## src/rtl/fetch_unit.sv

```systemverilog
`default_nettype none
// ============================================================================
//  Module   : fetch_unit
//  Purpose  : Instruction fetch stage. Holds the PC, issues word fetches to
//             instruction memory, buffers returned words in an in-order
//             queue and hands them to decode over a valid/ready handshake.
//             Optional macro FETCH_JAL_PREDECODE_EN follows JAL instructions
//             at fetch time.
//  Revision : 1.0 - initial release
// ============================================================================
module fetch_unit #(
    parameter logic [31:0] RESET_PC    = 32'h0000_0000,
    parameter int          QUEUE_DEPTH = 4
) (
    input  logic        clk,
    input  logic        rstn,
    output logic        imem_req_valid,
    input  logic        imem_req_ready,
    output logic [31:0] imem_req_addr,
    input  logic        imem_rsp_valid,
    input  logic [31:0] imem_rsp_data,
    input  logic        redirect_valid,
    input  logic [31:0] redirect_pc,
    output logic        instr_valid,
    input  logic        instr_ready,
    output logic [31:0] instr,
    output logic [31:0] instr_pc,
    output logic        instr_pred_taken
);

    localparam int                 c_PTR_W   = $clog2(QUEUE_DEPTH);
    localparam int                 c_CNT_W   = c_PTR_W + 1;
    localparam logic [c_CNT_W:0]   c_DEPTH_X = (c_CNT_W + 1)'(QUEUE_DEPTH);

    // PC and slot PCs are word addresses; the low two bits are always zero.
    logic [29:0]              r_pc;
    logic [29:0]              r_slot_pc    [QUEUE_DEPTH];
    logic [31:0]              r_slot_instr [QUEUE_DEPTH];
    logic [QUEUE_DEPTH-1:0]   r_slot_filled;
    logic [c_PTR_W-1:0]       r_head;
    logic [c_PTR_W-1:0]       r_tail;
    logic [c_PTR_W-1:0]       r_fill;
    logic [c_CNT_W-1:0]       r_count;      // allocated slots
    logic [c_CNT_W-1:0]       r_pending;    // allocated slots awaiting data
    logic [c_CNT_W-1:0]       r_drop;       // stale responses still to discard

    logic                     w_req_valid;
    logic                     w_accept;
    logic                     w_head_filled;
    logic                     w_deq;
    logic                     w_rsp_drop;
    logic                     w_rsp_fill;
    logic [c_CNT_W:0]         w_occupied;
    logic [c_CNT_W-1:0]       w_outstanding;
    logic [c_PTR_W-1:0]       w_fill_rel;
    logic [c_CNT_W-1:0]       w_jal_after;
    logic [c_CNT_W-1:0]       w_jal_cut;
    logic                     w_jal_hit;
    logic [31:0]              w_jal_target;
    logic [3:0]               w_unused_bits;

    // Dropped responses still count as occupied so the queue cannot overflow.
    assign w_occupied    = {1'b0, r_count} + {1'b0, r_drop};
    assign w_outstanding = r_pending + r_drop;
    assign w_req_valid   = rstn && (w_occupied < c_DEPTH_X) && !redirect_valid && !w_jal_hit;
    assign w_accept      = w_req_valid && imem_req_ready;
    assign w_head_filled = r_slot_filled[r_head];
    assign w_deq         = w_head_filled && !redirect_valid && instr_ready;
    assign w_rsp_drop    = imem_rsp_valid && (r_drop != '0);
    // A response with nothing outstanding (e.g. after reset) is ignored.
    assign w_rsp_fill    = imem_rsp_valid && (r_drop == '0) && (r_pending != '0);

    // Slots allocated after the filling slot, all of which are still unfilled.
    assign w_fill_rel    = r_fill - r_head;
    assign w_jal_after   = r_count - {1'b0, w_fill_rel} - c_CNT_W'(1);
    assign w_jal_cut     = w_jal_hit ? w_jal_after : '0;

`ifdef FETCH_JAL_PREDECODE_EN
    logic [31:0]            w_jal_imm;
    logic [QUEUE_DEPTH-1:0] r_slot_pred;

    assign w_jal_hit    = w_rsp_fill && !redirect_valid && (imem_rsp_data[6:0] == 7'b1101111);
    assign w_jal_imm    = {{12{imem_rsp_data[31]}}, imem_rsp_data[19:12], imem_rsp_data[20],
                           imem_rsp_data[30:21], 1'b0};
    assign w_jal_target = {r_slot_pc[r_fill], 2'b00} + w_jal_imm;

    // Record per slot whether fetch already followed it as a JAL.
    always_ff @(posedge clk or negedge rstn) begin
        if (!rstn) begin
            r_slot_pred <= '0;
        end else if (w_rsp_fill && !redirect_valid) begin
            r_slot_pred[r_fill] <= w_jal_hit;
        end
    end

    assign instr_pred_taken = r_slot_pred[r_head] && w_head_filled;
`else
    assign w_jal_hit        = 1'b0;
    assign w_jal_target     = 32'h0000_0000;
    assign instr_pred_taken = 1'b0;
`endif

    assign w_unused_bits  = {redirect_pc[1:0], w_jal_target[1:0]};

    assign imem_req_valid = w_req_valid;
    assign imem_req_addr  = {r_pc, 2'b00};
    assign instr_valid    = w_head_filled && !redirect_valid;
    assign instr          = r_slot_instr[r_head];
    assign instr_pc       = {r_slot_pc[r_head], 2'b00};

    // PC, queue pointers, occupancy and drop accounting.
    always_ff @(posedge clk or negedge rstn) begin
        if (!rstn) begin
            r_pc          <= RESET_PC[31:2];
            r_head        <= '0;
            r_tail        <= '0;
            r_fill        <= '0;
            r_count       <= '0;
            r_pending     <= '0;
            r_drop        <= '0;
            r_slot_filled <= '0;
            for (int i = 0; i < QUEUE_DEPTH; i++) begin
                r_slot_pc[i]    <= '0;
                r_slot_instr[i] <= '0;
            end
        end else if (redirect_valid) begin
            // Flush: everything in flight becomes stale, except a response
            // arriving right now, which is discarded here.
            r_pc          <= redirect_pc[31:2];
            r_head        <= '0;
            r_tail        <= '0;
            r_fill        <= '0;
            r_count       <= '0;
            r_pending     <= '0;
            r_slot_filled <= '0;
            r_drop        <= (imem_rsp_valid && (w_outstanding != '0)) ?
                             w_outstanding - c_CNT_W'(1) : w_outstanding;
        end else begin
            if (w_jal_hit) begin
                r_pc <= w_jal_target[31:2];
            end else if (w_accept) begin
                r_pc <= r_pc + 30'd1;
            end
            if (w_accept) begin
                r_slot_pc[r_tail]     <= r_pc;
                r_slot_filled[r_tail] <= 1'b0;
            end
            if (w_rsp_fill) begin
                r_slot_instr[r_fill]  <= imem_rsp_data;
                r_slot_filled[r_fill] <= 1'b1;
            end
            if (w_deq) begin
                r_slot_filled[r_head] <= 1'b0;
            end
            r_tail    <= w_jal_hit ? r_fill + c_PTR_W'(1) : r_tail + c_PTR_W'(w_accept);
            r_fill    <= r_fill + c_PTR_W'(w_rsp_fill);
            r_head    <= r_head + c_PTR_W'(w_deq);
            r_count   <= r_count + c_CNT_W'(w_accept) - c_CNT_W'(w_deq) - w_jal_cut;
            r_pending <= r_pending + c_CNT_W'(w_accept) - c_CNT_W'(w_rsp_fill) - w_jal_cut;
            r_drop    <= r_drop - c_CNT_W'(w_rsp_drop) + w_jal_cut;
        end
    end

endmodule
`default_nettype wire

```

## config.mk

```make
export PLATFORM = sky130hd
export DESIGN_NAME = fetch_unit
export DESIGN_NICKNAME = d
export VERILOG_FILES = /design/src/rtl/fetch_unit.sv
export SDC_FILE = /design/constraint.sdc
export NUM_CORES = 1
export LEC_CHECK = 0
export CAP_MARGIN = 20
export CORE_AREA = 10 10 166 168
export CTS_BUF_LIST = sky130_fd_sc_hd__clkbuf_2
export CTS_CLUSTER_SIZE = 16
export DETAILED_ROUTE_END_ITERATION = 10
export DIE_AREA = 0 0 176 178
export PLACE_DENSITY = 0.81
export SYNTH_ARGS = -nofsm -noshare
export SYNTH_HDL_FRONTEND = slang
export SYNTH_SLANG_ARGS = --single-unit
```

## constraint.sdc

```tcl
create_clock -name clk -period 3.4 [get_ports clk]
set_input_delay 0.68 -clock clk [delete_from_list [all_inputs] [get_ports clk]]
set_output_delay 0.68 -clock clk [all_outputs]
set_load 0.02 [all_outputs]
```

---- After elaboration in Yosys (flattened, before gate mapping) ----
Cells that the tools add are included.
W data, S select, Z words.
storage, ports and cells
  register bits ........................... 297
  input port bits ......................... 70
cells by class
  $add $sub $neg .......................... 12
  order comparisons ....................... 12
  multiplexer cells ....................... 35
  bitwise logic cells ..................... 9
  reduce and logical (&&, ||, !) cells .... 22
operators by type and width
  cell                     count
  $mux W30                 5
  $bwmux W128              1
  $bwmux W120              1
  $mux W32                 3
  $bmux W32 S2             1
  $demux W32 S2            1
  $bmux W30 S2             1
  $demux W30 S2            1
  $add A30 B1 Y30 const B  1
  $mux W4                  6
  $logic_and A1 B1 Y1      14
  $mux W3                  4
  $ge A3 B3 Y1 const B     3
  $lt A2 B3 Y1 const B     3
  $not A2 Y3               3
  $reduce_bool A3 Y1       3
  $sub A3 B1 Y3            3
  $and A4 B4 Y4            2
  $not A4 Y4               2
  $add A2 B1 Y2            3
  $add A3 B1 Y3            2
  $demux W1 S2             3
  $ge A2 B1 Y1 const B     3
  $lt A3 B1 Y1 const B     2
  13 further kinds         19

---- Longest topological paths before layout ----
  depth in word-level cells ............... 14
  depth in mapped cells ................... 14

---- Worst setup path after synthesis ----
Ideal clock, no wire load.
  path kind ............................... input -> register
  start point ............................. in redirect_valid
  end point ............................... reg r_count[2]
  setup time .............................. 132 ps
  data arrival time ....................... 2878 ps
  required time ........................... 3268 ps
  setup slack ............................. 390 ps
  stages on the path ...................... 11
  buffers on the path ..................... 2
  cell sequence ........................... clkbuf_1 -> clkbuf_1 -> a211oi_1 -> and2_1 -> ha_1 -> inv_1 -> ha_1 -> inv_1 -> fa_1 -> xnor2_1 -> nor2_1
between the ends
  elaborated cells between the ends (all ways) .. 8
RTL lines
  element               RTL line  RTL
  from (decl)           22        input logic redirect_valid,
  $logic_not A1 Y1      n/a
  $logic_and A1 B1 Y1   n/a
  via instr_valid       24        output logic instr_valid,
  $logic_and A1 B1 Y1   68        assign w_deq = w_head_filled && !redirect_valid && instr_ready;
  $sub A3 B1 Y3         158       r_count <= r_count + c_CNT_W'(w_accept) - c_CNT_W'(w_deq) - w_jal_cut;
  $mux W3               126       end else if (redirect_valid) begin
  to (signal assigned)  158
  to (decl)             43        logic [c_CNT_W-1:0] r_count;
The timed path passes the listed nets, and every way through them passes these cells.
A chain may end at the register's enable or synchronous reset.

---- Worst setup path in the final report ----
  start point ............................. reg r_drop[1]
  end point ............................... out imem_req_valid
between the ends
  cells in the longest elaborated chain, start to end .. 4
ends and longest elaborated chain
  element                            RTL line  RTL
  from (decl)                        45        logic [c_CNT_W-1:0] r_drop;
  from (signal assigned)             136       r_drop <= (imem_rsp_valid && (w_outstanding != '0)) ?
  from (signal assigned)             160       r_drop <= r_drop - c_CNT_W'(w_rsp_drop) + w_jal_cut;
  $add A3 B3 Y4                      63        assign w_occupied = {1'b0, r_count} + {1'b0, r_drop};
  $lt A4 B3 Y1                       65        assign w_req_valid = rstn && (w_occupied < c_DEPTH_X) && !redirect_valid && !w_jal_hit;
  $logic_and A1 B1 Y1 (2 in series)  65
  to (decl)                          17        output logic imem_req_valid,
No other way between the ends.

==> out/summary.log <==
INFO  logic_synthesis postSynthAreaPerCell=14.34µm²
INFO  critical_path  cp_data_arrival_time=2530ps
INFO  pwr            static-leakage-power=8.054nW
INFO  sta            relSlewSlack=0.3552
INFO  grt            largest_net_degree_at_the_start_of_global_routing=164
INFO  sta            worst_slew_pin_slew=967.2ps
INFO  cts            cts.sinks=297
INFO  drt            route.detailed.drc=0
INFO  sta            final.setup_skew=109.0ps
INFO  grt            grt_pass1_wl=51360µm
INFO  layout         finalNetCount=1249
INFO  floorplan      fp.coreArea=24110µm²
INFO  worst_hold_path worst_hold_endpoint=r_pc[12]
INFO  sta            slew_violations=0
INFO  critical_path  worstReg2RegStart=r_head[0]
INFO  logic_synthesis synthDominantAreaCellType=dfrtp_1
INFO  critical_path  worstPathRequired=2720ps
INFO  layout         area_occupied_by_multi_input_gates=5972µm²
INFO  logic_synthesis synth_area=13770µm²
INFO  pwr            vdd_drop_max=0.3338mV
INFO  cts            tritoncts=built
INFO  critical_path  critical_path_class=reg -> out
INFO  cts            clock_path_buffers=3
INFO  place          placement.io_buffers=161
INFO  grt            global_route.usage.total=0.2046
INFO  drt            via_count=8931
INFO  cts            clk_latency=880ps
INFO  floorplan      floorplan.io_pins=169
INFO  worst_hold_path worst_hold_path.num_cells=3
INFO  cts            cts_root_buffer=clkbuf_2
INFO  drt            viasPerCell=5.811
INFO  critical_path  rr_worst_depth=13
INFO  floorplan      die_area=31330µm²
INFO  floorplan      die_width=176µm
INFO  flow_run       cap_violations=0
INFO  cts            ctsHtreeMaxLevel=3
INFO  grt            gr-max-usage-layer=met2
INFO  sta            final_min_period_over_clock_period=0.9442
INFO  status         status=finished, final reports clean
INFO  drt            wl_per_cell=20.67µm
INFO  grt            first_global_vias=9501
INFO  critical_path  ff_to_ff_setup_slack=610ps
INFO  critical_path  worst-path-max-fanout=4
INFO  worst_hold_path min-delay-start=redirect_pc[14]
INFO  pwr            powerDensity=560.6nW/µm²
INFO  sta            final.min_clock_period=3210ps
INFO  layout         filler_cell_count=1783
INFO  logic_synthesis synth_async_sr_flop_share=1.000
INFO  grt            grt.overflow.total=0
INFO  drt            drt-initial-drc-count=701
INFO  grt            groute.layer.met1.usage=0.2676
INFO  place          hpwl=20540µm
INFO  floorplan      floorplan.die.height=178µm
INFO  critical_path  worst_setup_path_end_kind=output port
INFO  place          postPlaceCellArea=15790µm²
INFO  logic_synthesis post_synth_num_cell_types=59
INFO  floorplan      rows=57
INFO  cts            clk_pin_slew=100ps
INFO  logic_synthesis ys_top_cells_by_area=dfrtp_1, mux2_2, mux4_2
INFO  drt            ant_nets=0
INFO  grt            gr-usage-met3=0.05497
INFO  layout         final_layout_size_suffix_gt1_frac=0.3837
INFO  drt            pre_repair_dr_iteration_count=5
INFO  layout         design_area=16480µm²
INFO  logic_synthesis yosys.area.top_type_share=0.5399
INFO  critical_path  crit_path_start_kind=flop
INFO  logic_synthesis yosys_most_used_dff=dfrtp_1
INFO  cts            cts_buffers=75
INFO  logic_synthesis postSynthRegisterBits=297
INFO  floorplan      initial_core_util=0.5711
INFO  drt            drt_wl_total=31760µm
INFO  sta            rsz0062_at_grt=no
INFO  layout         register_area=7440µm²
INFO  logic_synthesis synth_warnings=0
INFO  sta            report.final.hold_viol_count=0
INFO  grt            initial_antenna_violation_count=1
INFO  critical_path  worstReg2RegEnd=r_count[2]
INFO  place          finalWeightedCongestion=0.8025
INFO  worst_hold_path min_path_type=in -> reg
INFO  grt            grtUsageMet2=0.3292
INFO  sta            fin_tns_setup=0ps
INFO  sta            fmaxAchievable=311.5MHz
INFO  sta            final_setup_viols=0
INFO  layout         areaGrowthSynthToFinish=19.70%
INFO  logic_synthesis syn_inst=960
INFO  logic_synthesis yosysSeqAreaShare=0.5399
INFO  logic_synthesis synth_enable_flop_cells=0
[cell type report]
class                      instances  area share
clock inverter                    20    0.006151
sequential                       297      0.4515
tap                              324     0.02460
multi-input combinational        577      0.3624
antenna                            1   0.0001519
timing repair buffer             193      0.1185
clock buffer                     108     0.03280
inverter                          17    0.003873
[cells in the final DEF, fill, tap and decap left out, types with 25 or more instances in the layout]
master	netlist	layout
dfrtp_1	297	295
mux2_2	220	220
clkbuf_2	1	109
clkdlybuf4s50_1	0	96
mux4_2	62	62
dlygate4sd2_1	0	55
nand2_1	50	50
o21ai_0	30	30
nor2_1	26	25
[synthesized netlist by cell type (2+ instances only)]
cell type,instances
a211oi_1,3
a21o_1,2
a21oi_1,3
a221o_1,3
a22oi_1,4
a31oi_1,4
and2_1,2
and3_1,6
buf_1,8
buf_2,28
buf_4,6
buf_6,2
clkbuf_1,28
dfrtp_1,297
fa_1,3
ha_1,15
inv_1,16
mux2_2,220
mux2_4,19
mux2i_1,5
mux4_2,62
nand2_1,50
nand3_1,19
nand3b_1,3
nand4_1,12
nor2_1,26
nor2b_1,14
nor3_1,9
nor3b_2,2
o211ai_1,9
o21ai_0,30
o311ai_0,7
or3_1,3
xnor2_1,9
xor2_1,7
[critical path, stage by stage (launching register included)]
cell and delay, ps:
dfrtp_1 450, ha_1 290, nand3_1 90, and3_1 200, clkdlybuf4s50_1 620
[what timing repair did]
item / in CTS / in global routing
hold endpoints to repair: 20 / 0
setup endpoints to repair: 58 / 8
hold buffers: 1 / 0
cloned: 1 / 0
buffers inserted: 5 / 0
resized for setup: 57 / 10
[sequential cells by signal (all words and copies together), names as in the netlist]
signal,flops
r_fill,2
r_pending,3
r_tail,2
r_slot_instr,128
r_count,3
r_head,2
r_slot_filled,4
r_pc,30
r_drop,3
r_slot_pc,120
[report_power, final]
group          switching [mW]  total, mW  internal [mW]
clock                    1.43       2.29          0.858
sequential              0.379       4.40           4.02
combinational            1.22       2.55           1.32
total                    3.03       9.24           6.21
[per-layer routing]
metal  wire, µm  vias to the layer above  share of wire
met1      13940                     4622           0.44
li1           -                     3972              -
met3       2075                       45          0.065
met2      15290                      292           0.48
met5          0                        -              0
met4        453                        0          0.014
[through the flow]
step	util	power, mW	setup WS, ps	hold slack, ps	cells
2_1_floorplan	-	6.006	390.3	384.4	964
3_3_place_gp	0.6550	7.164	458.6	458.5	1401
3_5_place_dp	0.6550	7.254	463.1	474.0	1401
4_1_cts	0.6829	9.360	1.314	353.4	1536
5_1_grt	0.6835	9.779	16.97	392.3	1537
6_report	0.6835	9.237	189.6	415.0	1537
[cells by family after synthesis]
kind of cell,after synthesis,share of synthesized area
muxes,307,0.3066
DFF,297,0.5399
and+or+nand+nor,156,0.05872
buffers and inverters,90,0.02990
AOI/OAI and AO/OA,75,0.03645
adders and majority gates,18,0.01800
xor gates and xnor gates,16,0.01018
other,1,0.0002724
[worst max-delay path by stage]
stage                              start              to
after detailed placement  imem_req_ready   r_slot_pc[95]
final                          r_drop[1]  imem_req_valid
after global placement    imem_req_ready    r_pending[2]
after CTS                      r_head[0]       instr[14]
after global routing           r_drop[1]  imem_req_valid
after floorplan           redirect_valid      r_count[2]
No activity file was read; power rests on OpenSTA's default activity.
